==> config.mk <==
export PLATFORM = sky130hd
export DESIGN_NAME = avalon_regbank_flat
export DESIGN_NICKNAME = d
export VERILOG_FILES = /design/src/rtl/avalon_regbank_if.sv /design/src/rtl/avalon_regbank.sv /design/src/flat_wrapper.sv
export SDC_FILE = /design/constraint.sdc
export NUM_CORES = 1
export LEC_CHECK = 0
export ABC_CLOCK_PERIOD_IN_PS = 36000
export CAP_MARGIN = 20
export CORE_MARGIN = 4
export CORE_UTILIZATION = 35
export DETAILED_ROUTE_END_ITERATION = 10
export PLACE_DENSITY = 0.48
export SETUP_SLACK_MARGIN = 0.05
export SYNTH_ARGS = -nofsm -noshare
export SYNTH_HDL_FRONTEND = slang
export SYNTH_SLANG_ARGS = --single-unit
==> constraint.sdc <==
create_clock -name clock -period 36 [get_ports clock]
set_input_delay 9 -clock clock [delete_from_list [all_inputs] [get_ports clock]]
set_output_delay 9 -clock clock [all_outputs]
set_load 0.03 [all_outputs]
==> src/rtl/avalon_regbank_if.sv <==
// Avalon-MM bus bundle between the vidor_sys fabric (master) and avalon_regbank (slave).
interface avalon_regbank_if #(
  parameter int ADDR_W = 16
) ();
  logic [ADDR_W-1:0] address;
  logic              write;
  logic [31:0]       writedata;
  logic [3:0]        byteenable;
  logic              read;
  logic [31:0]       readdata;
  logic              waitrequest;

  modport master (
    output address, write, writedata, byteenable, read,
    input  readdata, waitrequest
  );

  modport slave (
    input  address, write, writedata, byteenable, read,
    output readdata, waitrequest
  );
endinterface

==> src/rtl/avalon_regbank.sv <==
// Board ID / switch / debug / cycle-counter / loopback register bank on Avalon-MM.
// Define AVALON_REGBANK_SWIRQ_EN to add the IRQ_STAT register and the switch-change irq.
module avalon_regbank #(
  parameter int          NUM_REGS        = 16,
  parameter int          ADDR_W          = 16,
  parameter int          ADDR_SHIFT      = 8,
  parameter int          SW_W            = 4,
  parameter logic [31:0] ID_VALUE        = 32'h5649_4430,
  parameter int          DEBOUNCE_CYCLES = 1024
) (
  input  logic               clock,
  input  logic               reset,
  avalon_regbank_if.slave    avalon_slave,
  input  logic [SW_W-1:0]    sw,
  output logic               debug_out1,
  output logic               irq
);

  localparam int DB_W      = $clog2(DEBOUNCE_CYCLES + 1);
  localparam int LOOP_BASE = 5;

  localparam logic [ADDR_W-1:0] IDX_ID   = ADDR_W'(0);
  localparam logic [ADDR_W-1:0] IDX_SW   = ADDR_W'(1);
  localparam logic [ADDR_W-1:0] IDX_CTRL = ADDR_W'(2);
  localparam logic [ADDR_W-1:0] IDX_CNT  = ADDR_W'(3);
  localparam logic [ADDR_W-1:0] IDX_IRQ  = ADDR_W'(4);

  localparam logic [0:0] ST_WAIT = 1'b0;
  localparam logic [0:0] ST_DONE = 1'b1;

  logic [0:0]        state;
  logic [31:0]       readdata_q;
  logic [31:0]       rd_mux;
  logic [ADDR_W-1:0] index;
  logic              wr_accept;
  logic              ctrl;
  logic [31:0]       cnt;
  logic [31:0]       loop_regs [NUM_REGS];

  logic [SW_W-1:0]   sync1, sync2, cand, sw_q;
  logic [DB_W-1:0]   db_cnt, db_next;
  logic              sw_update;

  assign index     = avalon_slave.address >> ADDR_SHIFT;
  assign avalon_slave.waitrequest = (state == ST_WAIT) && avalon_slave.read;
  assign avalon_slave.readdata    = readdata_q;
  // A read+write pair is stalled in WAIT, so the write lands in the DONE cycle.
  assign wr_accept  = avalon_slave.write && !avalon_slave.waitrequest;
  assign debug_out1 = ctrl;

  function automatic logic [31:0] merge_lanes(input logic [31:0] old_val,
                                              input logic [31:0] new_val,
                                              input logic [3:0]  be);
    logic [31:0] r;
    r = old_val;
    for (int b = 0; b < 4; b++)
      if (be[b]) r[8*b +: 8] = new_val[8*b +: 8];
    return r;
  endfunction

`ifdef AVALON_REGBANK_SWIRQ_EN
  logic pending;
  logic irq_clear;

  assign irq_clear = wr_accept && (index == IDX_IRQ) &&
                     avalon_slave.byteenable[0] && avalon_slave.writedata[0];
  assign irq       = pending;

  always_ff @(posedge clock or posedge reset) begin
    if (reset)          pending <= 1'b0;
    else if (sw_update) pending <= 1'b1;
    else if (irq_clear) pending <= 1'b0;
  end
`else
  assign irq = 1'b0;
`endif

  always_comb begin
    // NOTE: default first so every path assigns rd_mux and no latch is inferred.
    rd_mux = 32'hDEAD_BEEF;
    if (index == IDX_ID)        rd_mux = ID_VALUE;
    else if (index == IDX_SW)   rd_mux = 32'(sw_q);
    else if (index == IDX_CTRL) rd_mux = {31'b0, ctrl};
    else if (index == IDX_CNT)  rd_mux = cnt;
`ifdef AVALON_REGBANK_SWIRQ_EN
    else if (index == IDX_IRQ)  rd_mux = {31'b0, pending};
`endif
    else begin
      for (int i = 0; i < NUM_REGS; i++)
        if (index == ADDR_W'(LOOP_BASE + i)) rd_mux = loop_regs[i];
    end
  end

  // NOTE: sequential state uses non-blocking assignments so all flops sample pre-edge values.
  always_ff @(posedge clock or posedge reset) begin
    if (reset) begin
      state      <= ST_WAIT;
      readdata_q <= '0;
    end else if (state == ST_WAIT) begin
      if (avalon_slave.read) begin
        readdata_q <= rd_mux;
        state      <= ST_DONE;
      end
    end else begin
      state <= ST_WAIT;
    end
  end

  always_ff @(posedge clock or posedge reset) begin
    if (reset)                                 cnt <= '0;
    else if (wr_accept && (index == IDX_CNT))  cnt <= '0;
    else                                       cnt <= cnt + 32'd1;
  end

  always_ff @(posedge clock or posedge reset) begin
    if (reset)
      ctrl <= 1'b0;
    else if (wr_accept && (index == IDX_CTRL) && avalon_slave.byteenable[0])
      ctrl <= avalon_slave.writedata[0];
  end

  // NOTE: the loopback array is a bank of flops, not a RAM, so resetting it is legitimate.
  always_ff @(posedge clock or posedge reset) begin
    if (reset) begin
      for (int i = 0; i < NUM_REGS; i++) loop_regs[i] <= '0;
    end else begin
      for (int i = 0; i < NUM_REGS; i++)
        if (wr_accept && (index == ADDR_W'(LOOP_BASE + i)))
          loop_regs[i] <= merge_lanes(loop_regs[i], avalon_slave.writedata,
                                      avalon_slave.byteenable);
    end
  end

  // db_next counts consecutive observations of the same candidate, this cycle included.
  assign db_next   = ((sync2 == cand) && (db_cnt != '0)) ? db_cnt + DB_W'(1) : DB_W'(1);
  assign sw_update = (sync2 != sw_q) && (db_next == DB_W'(DEBOUNCE_CYCLES));

  always_ff @(posedge clock or posedge reset) begin
    if (reset) begin
      sync1  <= '0;
      sync2  <= '0;
      cand   <= '0;
      sw_q   <= '0;
      db_cnt <= '0;
    end else begin
      sync1 <= sw;
      sync2 <= sync1;
      cand  <= sync2;
      if (sync2 == sw_q) begin
        db_cnt <= '0;
      end else if (sw_update) begin
        sw_q   <= sync2;
        db_cnt <= '0;
      end else begin
        db_cnt <= db_next;
      end
    end
  end

endmodule

==> src/flat_wrapper.sv <==
// flat-port wrapper written by rule: the top's interface ports become plain ports
module avalon_regbank_flat 
#(
  parameter int          NUM_REGS        = 16,
  parameter int          ADDR_W          = 16,
  parameter int          ADDR_SHIFT      = 8,
  parameter int          SW_W            = 4,
  parameter logic [31:0] ID_VALUE        = 32'h5649_4430,
  parameter int          DEBOUNCE_CYCLES = 1024
)
  (clock, reset, sw, debug_out1, irq, avalon_slave_address, avalon_slave_write, avalon_slave_writedata, avalon_slave_byteenable, avalon_slave_read, avalon_slave_readdata, avalon_slave_waitrequest);
  avalon_regbank_if #(.ADDR_W(ADDR_W)) avalon_slave_i ();
  input  logic clock;
  input  logic reset;
  input  logic [SW_W-1:0] sw;
  output logic debug_out1;
  output logic irq;
  input wire logic [$bits(avalon_slave_i.address)-1:0] avalon_slave_address;
  input wire logic [$bits(avalon_slave_i.write)-1:0] avalon_slave_write;
  input wire logic [$bits(avalon_slave_i.writedata)-1:0] avalon_slave_writedata;
  input wire logic [$bits(avalon_slave_i.byteenable)-1:0] avalon_slave_byteenable;
  input wire logic [$bits(avalon_slave_i.read)-1:0] avalon_slave_read;
  output wire logic [$bits(avalon_slave_i.readdata)-1:0] avalon_slave_readdata;
  output wire logic [$bits(avalon_slave_i.waitrequest)-1:0] avalon_slave_waitrequest;
  assign avalon_slave_i.address = avalon_slave_address;
  assign avalon_slave_i.write = avalon_slave_write;
  assign avalon_slave_i.writedata = avalon_slave_writedata;
  assign avalon_slave_i.byteenable = avalon_slave_byteenable;
  assign avalon_slave_i.read = avalon_slave_read;
  assign avalon_slave_readdata = avalon_slave_i.readdata;
  assign avalon_slave_waitrequest = avalon_slave_i.waitrequest;
  avalon_regbank #(.NUM_REGS(NUM_REGS), .ADDR_W(ADDR_W), .ADDR_SHIFT(ADDR_SHIFT), .SW_W(SW_W), .ID_VALUE(ID_VALUE), .DEBOUNCE_CYCLES(DEBOUNCE_CYCLES)) u_core (.clock(clock), .reset(reset), .avalon_slave(avalon_slave_i), .sw(sw), .debug_out1(debug_out1), .irq(irq));
endmodule
==> flow_metrics.py <==
metrics = {
    "outcome": {
        "status": "completed",
    },
    "clocking": {
        "htreeDepth": 3,
        "post_cts_buffers": 0,
        "postCtsHoldBufs": 0,
        "cts_sinks": 605,
        "insertion_delay_ps": 620,
        "clkSlewWorstSetupHoldPaths_ps": 50,
        "root_buffer": "clkbuf_16",
        "cts-resized-gates": 0,
        "clockBufferDepth": 3,
        "cts_tree": "built",
        "cts_made_buffers": 71,
    },
    "worst_setup_path": {
        "path_max_fanout": 17,
        "path_class": "in -> out",
        "path_common_cell": "clkdlybuf4s50_1",
        "cp.required_ps": 27000,
        "reg2reg_slack_ps": 32720,
        "critPathMaxStageDelay_ps": 690,
        "crit_arrival_ps": 10740,
        "cp_cell_sequence": "clkdlybuf4s50_1 > nand2b_2 > inv_1 > clkdlybuf4s50_1",
        "ff2ff_path_depth": 4,
        "slowest_stage": "clkdlybuf4s50_1",
        "start_kind": "primary input",
        "worst_setup_path_end_kind": "primary output",
    },
    "yosys": {
        "synth-async-reset-ratio_pct": 100,
        "netlist_area_um2": 29300,
        "synthFlopType": "dfrtp_1",
        "syn_inst": 2403,
        "synth_fp_nets": 2466,
        "synth-seq-cells": 605,
        "yosys_warnings": 0,
        "synth_edf_count": 0,
        "seq_area_frac_synth_pct": 51.7,
        "syn_area_per_cell_um2": 12.2,
        "synth_cell_types": 86,
    },
    "grt": {
        "globalRoute.totalOverflow": 0,
        "grt_pass1_vias": 21200,
        "grt_usage_pct": 22.1,
        "antenna_found_initial": 1,
        "grt_max_degree": 144,
        "grt_pass1_wl_um": 147000,
    },
    "min_path": {
        "min_path_type": "reg -> reg",
        "holdPathStages": 0,
    },
    "detailed_routing": {
        "drt_iter0_drc": 1656,
        "wl_per_cell_um": 27.9,
        "wirelength_um": 99400,
        "vias": 20700,
        "drt_pass1_iterations": 5,
        "ant_nets": 0,
        "drc": 0,
        "avgViaCountPerCell": 5.80,
    },
    "floorplanning": {
        "die_x_um": 297,
        "core_um2": 82500,
        "die_h_um": 297,
        "rows": 105,
        "dieArea_um2": 88300,
        "ios": 95,
        "start_util_pct": 35.5,
    },
    "timing": {
        "fin_setup_tns_ps": 0,
        "hold_viol": 0,
        "rsz0062_at_grt": "false",
        "relSlewSlack_pct": 19.3,
        "setup_ws_ps": 16260,
        "hold_slack_ps": 353,
        "setup_violations": 0,
        "finalCritPeriodShare_pct": 54.8,
        "fmax_ghz": 0.0507,
        "period_minus_slack_ps": 19740,
        "final_max_slew_viol_count": 0,
        "skew_ps": 27.9,
        "worstMarginPinSlew_ps": 1210,
    },
    "pwr": {
        "power_density_nw_per_um2": 46.8,
        "ir_worst_vdd_uv": 32.0,
        "power_uw": 1570,
        "power_leakage_uw": 0.0155,
    },
    "place": {
        "io_buffers": 85,
        "post-dp-hpwl_um": 63600,
        "placed_area_um2": 31100,
        "pre_cts_ws_ps": 16230,
        "globalplace.congestion": 0.821,
    },
    "cells_and_area": {
        "drive_gt1_share_pct": 32.4,
        "final_cell_area_um2": 33500,
        "nets": 2508,
        "area_growth_pct": 14.4,
    },
    "flow_run": {
        "drv_cap": 0,
    },
}
[cell usage in the layout (no fill, tap or decap), types with 8 or more instances in the layout]
| cell | count |
|---|---|
| a211o_1 | 11 |
| a211oi_1 | 8 |
| a21oi_1 | 125 |
| a221oi_1 | 23 |
| a22oi_1 | 21 |
| a2bb2oi_1 | 11 |
| a31oi_1 | 22 |
| and3_1 | 16 |
| buf_4 | 44 |
| clkbuf_1 | 13 |
| clkbuf_16 | 74 |
| clkbuf_8 | 19 |
| clkdlybuf4s50_1 | 82 |
| clkinv_2 | 12 |
| dfrtp_1 | 605 |
| inv_1 | 12 |
| mux2_2 | 536 |
| mux2i_1 | 71 |
| nand2_1 | 118 |
| nand2b_1 | 14 |
| nand3_1 | 40 |
| nand4_1 | 16 |
| nor2_1 | 126 |
| nor2_2 | 14 |
| nor2_4 | 18 |
| nor2_8 | 10 |
| nor2b_1 | 10 |
| nor3_1 | 14 |
| nor3_2 | 15 |
| nor3_4 | 17 |
| o211ai_1 | 22 |
| o21ai_0 | 97 |
| o221ai_1 | 13 |
| o22ai_1 | 37 |
| o31ai_1 | 10 |
| xnor2_1 | 16 |
| xor2_1 | 34 |
[layer usage]
metal,track usage (%),vias to the layer above,wire length [um],part of all wire [%]
li1,-,8919,-,-
met1,31.7,10900,45800,46
met2,34.2,716,44700,45
met3,4.63,150,6640,6.7
met4,5.63,0,2250,2.3
met5,0,-,0,0
[metrics by stage]
step	util [%]	std cells
after detailed placement	37.8	3440
after floorplan	-	2403
final	40.6	3565
after global placement	37.8	3440
after global routing	40.6	3564
after CTS	40.5	3562
[registers in the layout, summed over array words and instances, names as in the netlist]
name and cells:
u_core.avalon_slave.readdata 32, u_core.db_cnt 11, u_core.sync1 4, u_core.sw_q 4
u_core.cnt 32, u_core.cand 4, u_core.state 1, u_core.debug_out1 1
u_core.loop_regs 512, u_core.sync2 4
[worst paths after layout]
kind	to	from
hold / removal	u_core.sync2[2]$_DFF_PP0_	u_core.sync1[2]$_DFF_PP0_
max in group asynchronous	u_core.loop_regs[404]$_DFFE_PP0P_	reset
setup reg to reg	u_core.loop_regs[112]$_DFFE_PP0P_	u_core.state$_DFF_PP0_
min in group asynchronous	u_core.loop_regs[429]$_DFFE_PP0P_	reset
hold reg to reg	u_core.sync2[2]$_DFF_PP0_	u_core.sync1[2]$_DFF_PP0_
setup / recovery	avalon_slave_waitrequest	avalon_slave_read
[cells in the mapped netlist, types with 18 or more instances]
cell	n	area share, %
o22ai_1	37	0.79
clkbuf_1	88	1.1
nor2_4	18	0.69
o211ai_1	22	0.56
nand2_1	120	1.5
mux2_2	536	21
o21ai_0	97	1.7
nand3_1	43	0.74
xor2_1	34	1.0
nor2_1	128	1.6
a21oi_1	125	2.1
dfrtp_1	605	52
a221oi_1	23	0.69
buf_2	59	1.0
a22oi_1	21	0.54
mux2i_1	71	2.4
a31oi_1	22	0.47
[cell type report]
type	count	area, um2
fill	7820	49000
sequential	605	15100
multi-input combinational	1620	13400
clock buffer	106	2160
tap	1070	1340
timing repair buffer	133	1270
clock inverter	16	124
inverter	14	60.1
antenna	1	2.50
[report_power, final]
group / internal, uW / switching (uW)
logic: 43.0 / 88.0
registers: 702 / 20.4
clock network: 421 / 293
[cells by family (layout without fill, tap and decap cells)]
kind of cell / after synthesis / in the layout / share of synthesized area (%)
xor+xnor: 50 / 50 / 1.50
fa+ha+maj: 3 / 3 / 0.128
simple gates: 477 / 477 / 9.71
other cells: 1 / 2 / 0.0128
compound gates: 474 / 474 / 10.6
buf+inv: 178 / 269 / 2.70
flops: 605 / 605 / 51.7
mux: 615 / 615 / 23.6
[critical path, delay by kind of cell]
kind / cells / cell delay [ps]
buffers and inverters: 3 / 1370
and+or+nand+nor: 1 / 370
Note: power is estimated with default switching activity, not from simulation.
